[src/rtl/riscv_soft_defines_pkg.sv]
// Shared RV32I decode constants: immediate-format selects and base opcodes, plus
// the predecode result record and the decode-stage occupancy states.
package riscv_soft_defines;

  localparam logic [2:0] IMM_I = 3'd0;
  localparam logic [2:0] IMM_S = 3'd1;
  localparam logic [2:0] IMM_B = 3'd2;
  localparam logic [2:0] IMM_U = 3'd3;
  localparam logic [2:0] IMM_J = 3'd4;
  localparam logic [2:0] IMM_X = 3'd7;

  localparam logic [6:0] OPC_LOAD     = 7'b0000011;
  localparam logic [6:0] OPC_MISC_MEM = 7'b0001111;
  localparam logic [6:0] OPC_OP_IMM   = 7'b0010011;
  localparam logic [6:0] OPC_AUIPC    = 7'b0010111;
  localparam logic [6:0] OPC_STORE    = 7'b0100011;
  localparam logic [6:0] OPC_OP       = 7'b0110011;
  localparam logic [6:0] OPC_LUI      = 7'b0110111;
  localparam logic [6:0] OPC_BRANCH   = 7'b1100011;
  localparam logic [6:0] OPC_JALR     = 7'b1100111;
  localparam logic [6:0] OPC_JAL      = 7'b1101111;
  localparam logic [6:0] OPC_SYSTEM   = 7'b1110011;

  typedef struct packed {
    logic [2:0] imm_sel;
    logic [4:0] rs1;
    logic [4:0] rs2;
    logic [4:0] rd;
    logic       illegal;
  } predecode_t;

  localparam predecode_t PREDECODE_RESET = '{imm_sel: IMM_X, rs1: 5'd0, rs2: 5'd0,
                                             rd: 5'd0, illegal: 1'b0};

  typedef enum logic [1:0] {
    OCC_EMPTY = 2'd0,
    OCC_ONE   = 2'd1,
    OCC_TWO   = 2'd2
  } occ_state_e;

endpackage

[src/rtl/riscv_soft_decode_stage_predecode.sv]
// Combinational predecode: opcode -> immediate format and legality, plus raw
// register index fields. Only the instruction fields actually decoded are ported in.
module riscv_soft_inst_predecode
  import riscv_soft_defines::*;
(
  input  logic [6:0]  opcode,
  input  logic [4:0]  rd_field,
  input  logic [4:0]  rs1_field,
  input  logic [4:0]  rs2_field,
  output predecode_t  dec
);

  always_comb begin
    dec         = PREDECODE_RESET;
    dec.rs1     = rs1_field;
    dec.rs2     = rs2_field;
    dec.rd      = rd_field;
    dec.imm_sel = IMM_X;
    dec.illegal = 1'b0;
    case (opcode)
      OPC_LOAD, OPC_MISC_MEM, OPC_OP_IMM, OPC_JALR, OPC_SYSTEM: dec.imm_sel = IMM_I;
      OPC_STORE:                                                dec.imm_sel = IMM_S;
      OPC_BRANCH:                                               dec.imm_sel = IMM_B;
      OPC_LUI, OPC_AUIPC:                                       dec.imm_sel = IMM_U;
      OPC_JAL:                                                  dec.imm_sel = IMM_J;
      OPC_OP:                                                   dec.imm_sel = IMM_X;
      default:                                                  dec.illegal = 1'b1;
    endcase
    // Compressed-encoding space is never legal here; covered by the default too.
    if (opcode[1:0] != 2'b11) dec.illegal = 1'b1;
  end

endmodule

[src/rtl/riscv_soft_decode_stage.sv]
// Decode stage: predecodes fetched instructions into a registered output slot with
// a one-entry skid behind it so that if_ready is a pure flop output.
module riscv_soft_decode_stage
  import riscv_soft_defines::*;
#(
  parameter int          XPR_LEN    = 32,
  parameter logic [31:0] RESET_INST = 32'h00000013
) (
  input  logic               clk,
  input  logic               reset_n,
  input  logic               if_valid,
  output logic               if_ready,
  input  logic [31:0]        if_inst,
  input  logic [XPR_LEN-1:0] if_pc,
  input  logic               flush,
  output logic               de_valid,
  input  logic               de_ready,
  output logic [31:0]        de_inst,
  output logic [XPR_LEN-1:0] de_pc,
  output logic [2:0]         de_imm_sel,
  output logic [4:0]         de_rs1,
  output logic [4:0]         de_rs2,
  output logic [4:0]         de_rd,
  output logic               de_illegal
);

  predecode_t         dec_p0;

  occ_state_e         state_q;
  occ_state_e         state_nxt;
  logic               vld_p1;
  logic               if_ready_q;
  logic               load_main_in;
  logic               load_main_skid;
  logic               load_skid;
  logic               in_xfer;
  logic               out_xfer;

  logic [31:0]        main_inst_p1;
  logic [XPR_LEN-1:0] main_pc_p1;
  predecode_t         main_dec_p1;
  logic [31:0]        skid_inst_p1;
  logic [XPR_LEN-1:0] skid_pc_p1;
  predecode_t         skid_dec_p1;

  // Stage p0: decode straight off the fetch bus
  riscv_soft_inst_predecode u_predecode (
    .opcode    (if_inst[6:0]),
    .rd_field  (if_inst[11:7]),
    .rs1_field (if_inst[19:15]),
    .rs2_field (if_inst[24:20]),
    .dec       (dec_p0)
  );

  assign in_xfer  = if_valid & if_ready_q;
  assign out_xfer = vld_p1 & de_ready;

  always_comb begin
    state_nxt      = state_q;
    load_main_in   = 1'b0;
    load_main_skid = 1'b0;
    load_skid      = 1'b0;
    if (flush) begin
      state_nxt = OCC_EMPTY;
    end else begin
      case (state_q)
        OCC_EMPTY: begin
          if (in_xfer) begin
            state_nxt    = OCC_ONE;
            load_main_in = 1'b1;
          end
        end
        OCC_ONE: begin
          if (in_xfer && out_xfer) begin
            load_main_in = 1'b1;
          end else if (in_xfer) begin
            state_nxt = OCC_TWO;
            load_skid = 1'b1;
          end else if (out_xfer) begin
            state_nxt = OCC_EMPTY;
          end
        end
        OCC_TWO: begin
          if (out_xfer) begin
            state_nxt      = OCC_ONE;
            load_main_skid = 1'b1;
          end
        end
        default: state_nxt = OCC_EMPTY;
      endcase
    end
  end

  always_ff @(posedge clk or negedge reset_n) begin
    if (!reset_n) begin
      state_q    <= OCC_EMPTY;
      vld_p1     <= 1'b0;
      if_ready_q <= 1'b1;
    end else begin
      state_q    <= state_nxt;
      vld_p1     <= (state_nxt != OCC_EMPTY);
      if_ready_q <= (state_nxt != OCC_TWO);
    end
  end

  // Stage p1: output slot, visible on de_* and held while stalled
  always_ff @(posedge clk or negedge reset_n) begin
    if (!reset_n) begin
      main_inst_p1 <= RESET_INST;
      main_pc_p1   <= '0;
      main_dec_p1  <= PREDECODE_RESET;
    end else if (load_main_in) begin
      main_inst_p1 <= if_inst;
      main_pc_p1   <= if_pc;
      main_dec_p1  <= dec_p0;
    end else if (load_main_skid) begin
      main_inst_p1 <= skid_inst_p1;
      main_pc_p1   <= skid_pc_p1;
      main_dec_p1  <= skid_dec_p1;
    end
  end

  // Skid slot contents are only meaningful in OCC_TWO, so no reset is needed
  always_ff @(posedge clk) begin
    if (load_skid) begin
      skid_inst_p1 <= if_inst;
      skid_pc_p1   <= if_pc;
      skid_dec_p1  <= dec_p0;
    end
  end

  assign if_ready   = if_ready_q;
  assign de_valid   = vld_p1;
  assign de_inst    = main_inst_p1;
  assign de_pc      = main_pc_p1;
  assign de_imm_sel = main_dec_p1.imm_sel;
  assign de_rs1     = main_dec_p1.rs1;
  assign de_rs2     = main_dec_p1.rs2;
  assign de_rd      = main_dec_p1.rd;
  assign de_illegal = main_dec_p1.illegal;

endmodule

[config.mk]
export PLATFORM = sky130hd
export DESIGN_NAME = riscv_soft_decode_stage
export DESIGN_NICKNAME = d
export VERILOG_FILES = /design/src/rtl/riscv_soft_defines_pkg.sv /design/src/rtl/riscv_soft_decode_stage_predecode.sv /design/src/rtl/riscv_soft_decode_stage.sv
export SDC_FILE = /design/constraint.sdc
export NUM_CORES = 1
export LEC_CHECK = 0
export ABC_AREA = 0
export BUFFER_PORTS_ARGS = -buffer_cell sky130_fd_sc_hd__buf_4
export CORE_ASPECT_RATIO = 0.75
export CORE_MARGIN = 3
export CORE_UTILIZATION = 56
export CTS_CLUSTER_DIAMETER = 120
export DETAILED_ROUTE_END_ITERATION = 12
export PLACE_DENSITY = 0.95
export SLEW_MARGIN = 20
export SYNTH_ARGS = -nofsm -noshare
export SYNTH_HDL_FRONTEND = slang
export SYNTH_SLANG_ARGS = --single-unit
[constraint.sdc]
create_clock -name clk -period 13.8 [get_ports clk]
set_input_delay 2.76 -clock clk [delete_from_list [all_inputs] [get_ports clk]]
set_output_delay 2.76 -clock clk [all_outputs]
set_load 0.05 [all_outputs]
Word level (Yosys, flattened, before mapping)

Index checks and enable logic that the tools add are counted.

Register bits after elaboration: 170
Output and inout bits: 85
Bits of input ports: 69

Bitwise logic cells: 2
Muxes and demuxes: 26
Equal/unequal tests: 15
Reduce and logical (&&, ||, !) cells: 7

Operator list:

| operator                                       | number |
|---|---|
| 2-to-1 mux 32 bit                              | 4 |
| 2-to-1 mux 19 bit                              | 2 |
| == test 7 bit (second input constant)          | 4 |
| == test 7 x 6 -> 1 bit (second input constant) | 3 |
| case mux 3 bit (5 select lines)                | 1 |
| == test 7 x 5 -> 1 bit (second input constant) | 2 |
| 2-to-1 mux 2 bit                               | 6 |
| 2-to-1 mux 1 bit                               | 11 |
| OR reduction 11 bit                            | 1 |
| == test 7 x 2 -> 1 bit (second input constant) | 1 |
| == test 7 x 4 -> 1 bit (second input constant) | 1 |
| case mux 2 bit (3 select lines)                | 1 |
| OR reduction 5 bit                             | 1 |
| != test 2 bit (second input constant)          | 2 |
| nonzero test 2 bit                             | 2 |
| bitwise AND 1 bit                              | 2 |
| == test 2 x 1 -> 1 bit (second input constant) | 1 |
| == test 2 bit (second input constant)          | 1 |
| zero test 2 bit                                | 1 |
| case mux 1 bit (2 select lines)                | 1 |
| OR reduction 2 bit                             | 1 |
| logical AND 1 bit                              | 1 |

Logic depth before layout (Yosys ltp)

Word-level depth: 7
Gate-level depth with buffers: 6
Gate-level depth less buffers: 4

Hierarchy

Synthesis repeated with hierarchy kept, for this count alone.

Cells, all modules: 621
Area, all modules: 7,350.8 µm²

Modules (own cells, without submodules):

| module                    | cells an instance | sequential area each (µm²) | area each (µm²) | times used |
|---|---|---|---|---|
| riscv_soft_decode_stage   | 583               | 4,678.2                    | 7,106.8         | 1 |
| riscv_soft_inst_predecode | 38                | 0.0                        | 244.0           | 1 |

Least setup slack after synthesis

OpenSTA, ideal clock, no wires.

Path type: input to register
Start: input port flush
End: register skid_dec_p1[0] in the netlist's numbering, enable pin
Arrival time: 9,484 ps
Setup slack: 3,654 ps
Stages: 2
Data required time: 13,138 ps
Setup time: 662 ps
Cell sequence: clkbuf_2 -> nor4_1

Longest elaborated chain between the ends: 1

Ends and longest elaborated chain:

| element              | RTL line                       | RTL |
|---|---|---|
| start, declared      | riscv_soft_decode_stage.sv:15  | `input logic flush,` |
| 2-to-1 mux 1 bit     | riscv_soft_decode_stage.sv:63  | `if (flush) begin` |
| via load_skid        | riscv_soft_decode_stage.sv:35  | `logic load_skid;` |
| end signal, assigned | riscv_soft_decode_stage.sv:128 | `skid_dec_p1 <= dec_p0;` |
| end, declared        | riscv_soft_decode_stage.sv:44  | `predecode_t skid_dec_p1;` |

The timed path passes the listed nets, and every way through them passes these cells.
A chain may end at the register's enable or synchronous reset.

Final worst setup path

Start: input port if_valid
End: register main_inst_p1[22] (netlist: de_inst[22])

Longest elaborated chain between the ends: 6
Elaborated cells on any way between the ends: 8

Ends and longest elaborated chain:

| element                                                        | RTL line                       | RTL |
|---|---|---|
| start, declared                                                | riscv_soft_decode_stage.sv:11  | `input logic if_valid,` |
| bitwise AND 1 bit *                                            | riscv_soft_decode_stage.sv:55  | `assign in_xfer = if_valid & if_ready_q;` |
| logical AND 1 bit                                              | riscv_soft_decode_stage.sv:74  | `if (in_xfer && out_xfer) begin` |
| 2-to-1 mux 1 bit                                               | riscv_soft_decode_stage.sv:74  |  |
| case mux 1 bit (2 select lines) *                              | riscv_soft_decode_stage.sv:66  | `case (state_q)` |
| 2-to-1 mux 1 bit *                                             | riscv_soft_decode_stage.sv:63  |  |
| 2-to-1 mux 32 bit / nonzero test 2 bit (equally long branches) | n/a                            |  |
| end signal, assigned                                           | riscv_soft_decode_stage.sv:113 | `main_inst_p1 <= if_inst;` |
| end signal, assigned                                           | riscv_soft_decode_stage.sv:117 | `main_inst_p1 <= skid_inst_p1;` |
| end, declared                                                  | riscv_soft_decode_stage.sv:39  | `logic [31:0] main_inst_p1;` |

Mark *: on every way between the ends. The rest lies on a longest branch, timed or not.

==> results.py <==
metrics = {
    "setup_path": {
        "path_class": "primary input to register",
        "end_kind": "register",
        "crit_top_cell": "buf_4",
        "crit_buf_inv": 2,
        "cpPeakStageDelay_ps": 740,
        "start_kind": "primary input",
        "worstPathRequired_ps": 14140,
        "cp_max_fo": 54,
        "crit_chain": "buf_4 -> nand2_1 -> nor4_4 -> buf_4 -> a22o_1 -> a21o_1",
        "crit_family": "simple AND/OR/NAND/NOR gates",
        "slowest_stage": "nor4_4",
        "worstPathArrival_ps": 4720,
    },
    "yosys": {
        "synth_seq_area_share": 0.691,
        "ys_ff_latch": 140,
        "syn_nets": 431,
        "syn_area_sq_mm": 0.00557,
        "syn_inst": 362,
        "syn_area_per_cell_sq_um": 15.4,
        "synth_top_cell_area_share": 0.366,
        "synthDistinctLibCells": 44,
        "synth-edff-count": 68,
        "yosysWarnings": 0,
        "synth_flop_cell": "edfxtp_1",
        "async_flop_share": 0.514,
        "synth_area_leader_cell": "edfxtp_1",
        "synth_area_leaders": "edfxtp_1 (37%), dfrtp_1 (29%), a22o_1 (10%), a21o_1 (8.6%), dfstp_2 (3.3%)",
    },
    "clock_tree": {
        "cts_hold_buf": 0,
        "clkSinkCount": 140,
        "clk_latency_ps": 400,
        "clock_path_buffers": 2,
        "cts_root_buf": "clkbuf_16",
        "clk_pin_slew_ps": 60,
        "cts_inserted_buffers": 17,
        "cts-resized-gates": 0,
        "cts_tree": "yes",
        "cts_setup_buffers": 0,
        "h-tree-depth": 4,
    },
    "power": {
        "sw_frac_of_total": 0.358,
        "intPower_mw": 0.887,
        "p_comb_frac": 0.310,
        "irDropWorstVdd_mv": 0.141,
        "p_sw_mw": 0.495,
        "clkPwrFrac": 0.302,
        "leakage_nw": 3.42,
        "power.total_mw": 1.38,
        "seqPwrFrac": 0.389,
        "cellPowerDensity_mw_per_mm2": 191,
    },
    "drt": {
        "avgRoutedWirePerCell_um": 18.8,
        "vias_per_cell": 5.76,
        "detail-route-antenna-nets": 0,
        "drc": 0,
        "wirelength_mm": 12.1,
        "routed-via-count": 3700,
        "drt_iter0_drc": 227,
        "first_pass_iters": 4,
    },
    "grt": {
        "grt_first_pass_wirelength_mm": 19.6,
        "antenna_found_initial": 0,
        "first_global_vias": 3811,
        "grt_max_degree": 73,
        "grt_usage": 0.225,
        "grt-ovfl-total": 0,
    },
    "status": {
        "status": "completed",
    },
    "timing": {
        "hold_violations": 0,
        "tns_ps": 0,
        "tightestPinTransition_ps": 922,
        "slew_viol_final": 0,
        "fmax_ghz": 0.228,
        "relSlewSlack": 0.385,
        "clock_skew_ps": 5.92,
        "finalWorstSetupSlack_ps": 9420,
        "finalCritPeriodShare": 0.317,
        "finalCriticalPeriod_ps": 4380,
        "rsz0062_at_grt": "no",
        "setup_viol": 0,
    },
    "job": {
        "max_cap_violations": 0,
    },
    "die": {
        "die-width_um": 121,
        "rows": 30,
        "start_util": 0.596,
        "dieArea_sq_mm": 0.0112,
        "coreArea_sq_mm": 0.00935,
        "chipHeight_um": 92.4,
        "io_pins": 154,
    },
    "cells_and_area": {
        "nFillCells": 557,
        "diodes": 0,
        "nets": 570,
        "syn2layout_area_growth_pct": 29.5,
        "drive_above_1_share": 0.395,
    },
    "placed_design": {
        "portBuffers": 153,
        "routabilityCongestion": 0.773,
        "hpwlAfterDp_mm": 7.86,
        "dp_slack_ps": 9020,
    },
    "min_path": {
        "min_path_type": "register to register",
    },
}
## metal layers
layer,global-route usage,vias to the layer above,share of wire
li1,-,1677,-
met1,0.294,1837,0.42
met2,0.361,170,0.48
met3,0.0733,16,0.084
met4,0.0756,0,0.013
met5,0,-,0
## kinds of logic (layout without fill, tap and decap cells)
group,count (synthesis),after routing,synth area share
flip-flops,140,140,0.691
buffers and inverters,41,193,0.0505
AO/OA/AOI/OAI,146,146,0.212
multiplexers,7,7,0.0128
XOR/XNOR,1,1,0.00157
AND/OR/NAND/NOR,27,27,0.0319
## path summary, 6_finish.rpt
check	from	end	slack, ps	cells after the start
min in group asynchronous	reset_n	de_pc[5]$_DFFE_PN0P_	2490	1
max in group asynchronous	reset_n	de_pc[25]$_DFFE_PN0P_	10700	1
min reg2reg	de_pc[8]$_DFFE_PN0P_	de_pc[8]$_DFFE_PN0P_	470	1
max	if_valid	de_inst[22]$_DFFE_PN0P_	9420	6
min	de_pc[8]$_DFFE_PN0P_	de_pc[8]$_DFFE_PN0P_	470	1
max reg2reg	if_ready$_DFF_PN1_	de_inst[22]$_DFFE_PN0P_	11300	5
## synthesized netlist by cell type (2+ instances only)
library cell,number
a21o_1,64
a21oi_1,2
a22o_1,65
a22oi_1,2
a32oi_1,3
buf_2,8
buf_4,17
buf_6,7
clkbuf_1,6
dfrtp_1,65
dfstp_2,7
edfxtp_1,68
inv_1,2
mux2i_1,6
nand2_1,7
nand3_1,3
nor2_1,3
## layout make-up
cell class	instances	area (sq um)	area share
multi-input cells	181	1450	0.201
clock inverters	13	100	0.0139
well taps	128	160	0.0222
flip-flops and latches	140	3850	0.534
repair buffers	159	1190	0.165
clock buffers	19	453	0.0627
inverters	2	7.51	0.00104
## layout by cell type (no fill, tap or decap), types with 2 or more instances in the layout
cell / netlist / final
edfxtp_1: 68 / 68
clkbuf_16: 0 / 17
nand2_1: 7 / 7
a21o_1: 64 / 64
buf_4: 17 / 159
inv_1: 2 / 2
nor2_1: 3 / 3
a22o_1: 65 / 65
mux2i_1: 6 / 6
dfrtp_1: 65 / 65
a21oi_1: 2 / 2
clkinv_2: 0 / 7
dfstp_2: 7 / 7
a22oi_1: 2 / 2
nand3_1: 3 / 3
clkinvlp_4: 0 / 3
a32oi_1: 3 / 3
clkbuf_8: 0 / 2
## sequential cells by signal, indices dropped and copies added (netlist names), 2 cells and up
| signal | flops |
|---|---|
| state_q | 2 |
| skid_inst_p1 | 32 |
| skid_pc_p1 | 32 |
| de_pc | 32 |
| de_imm_sel | 3 |
| skid_dec_p1 | 4 |
| de_inst | 32 |
## worst register-to-register path: stages (launching register included)
cell,delay [ps]
dfstp_2,570
nand2_1,140
nor4_4,740
buf_4,610
a22o_1,280
a21o_1,90
## power by group through the flow
stage / logic [mW] / clock network [mW] / registers (mW)
floorplan: 0.130 / 0 / 0.715
global placement: 0.423 / 0 / 0.541
detailed placement: 0.430 / 0 / 0.543
CTS: 0.431 / 0.424 / 0.537
global route: 0.447 / 0.445 / 0.544
finish: 0.428 / 0.417 / 0.537
## through the flow
step / area [sq um] / util / hold WS, ps / std cells
final: 7220 / 0.772 / 475 / 642
after floorplan: 5570 / - / 516 / 362
after CTS: 7220 / 0.772 / 479 / 642
after global routing: 7220 / 0.772 / 494 / 642
after detailed placement: 6670 / 0.713 / 466 / 610
after global placement: 6670 / 0.713 / 460 / 610
No activity file was read; power rests on OpenSTA's default activity.
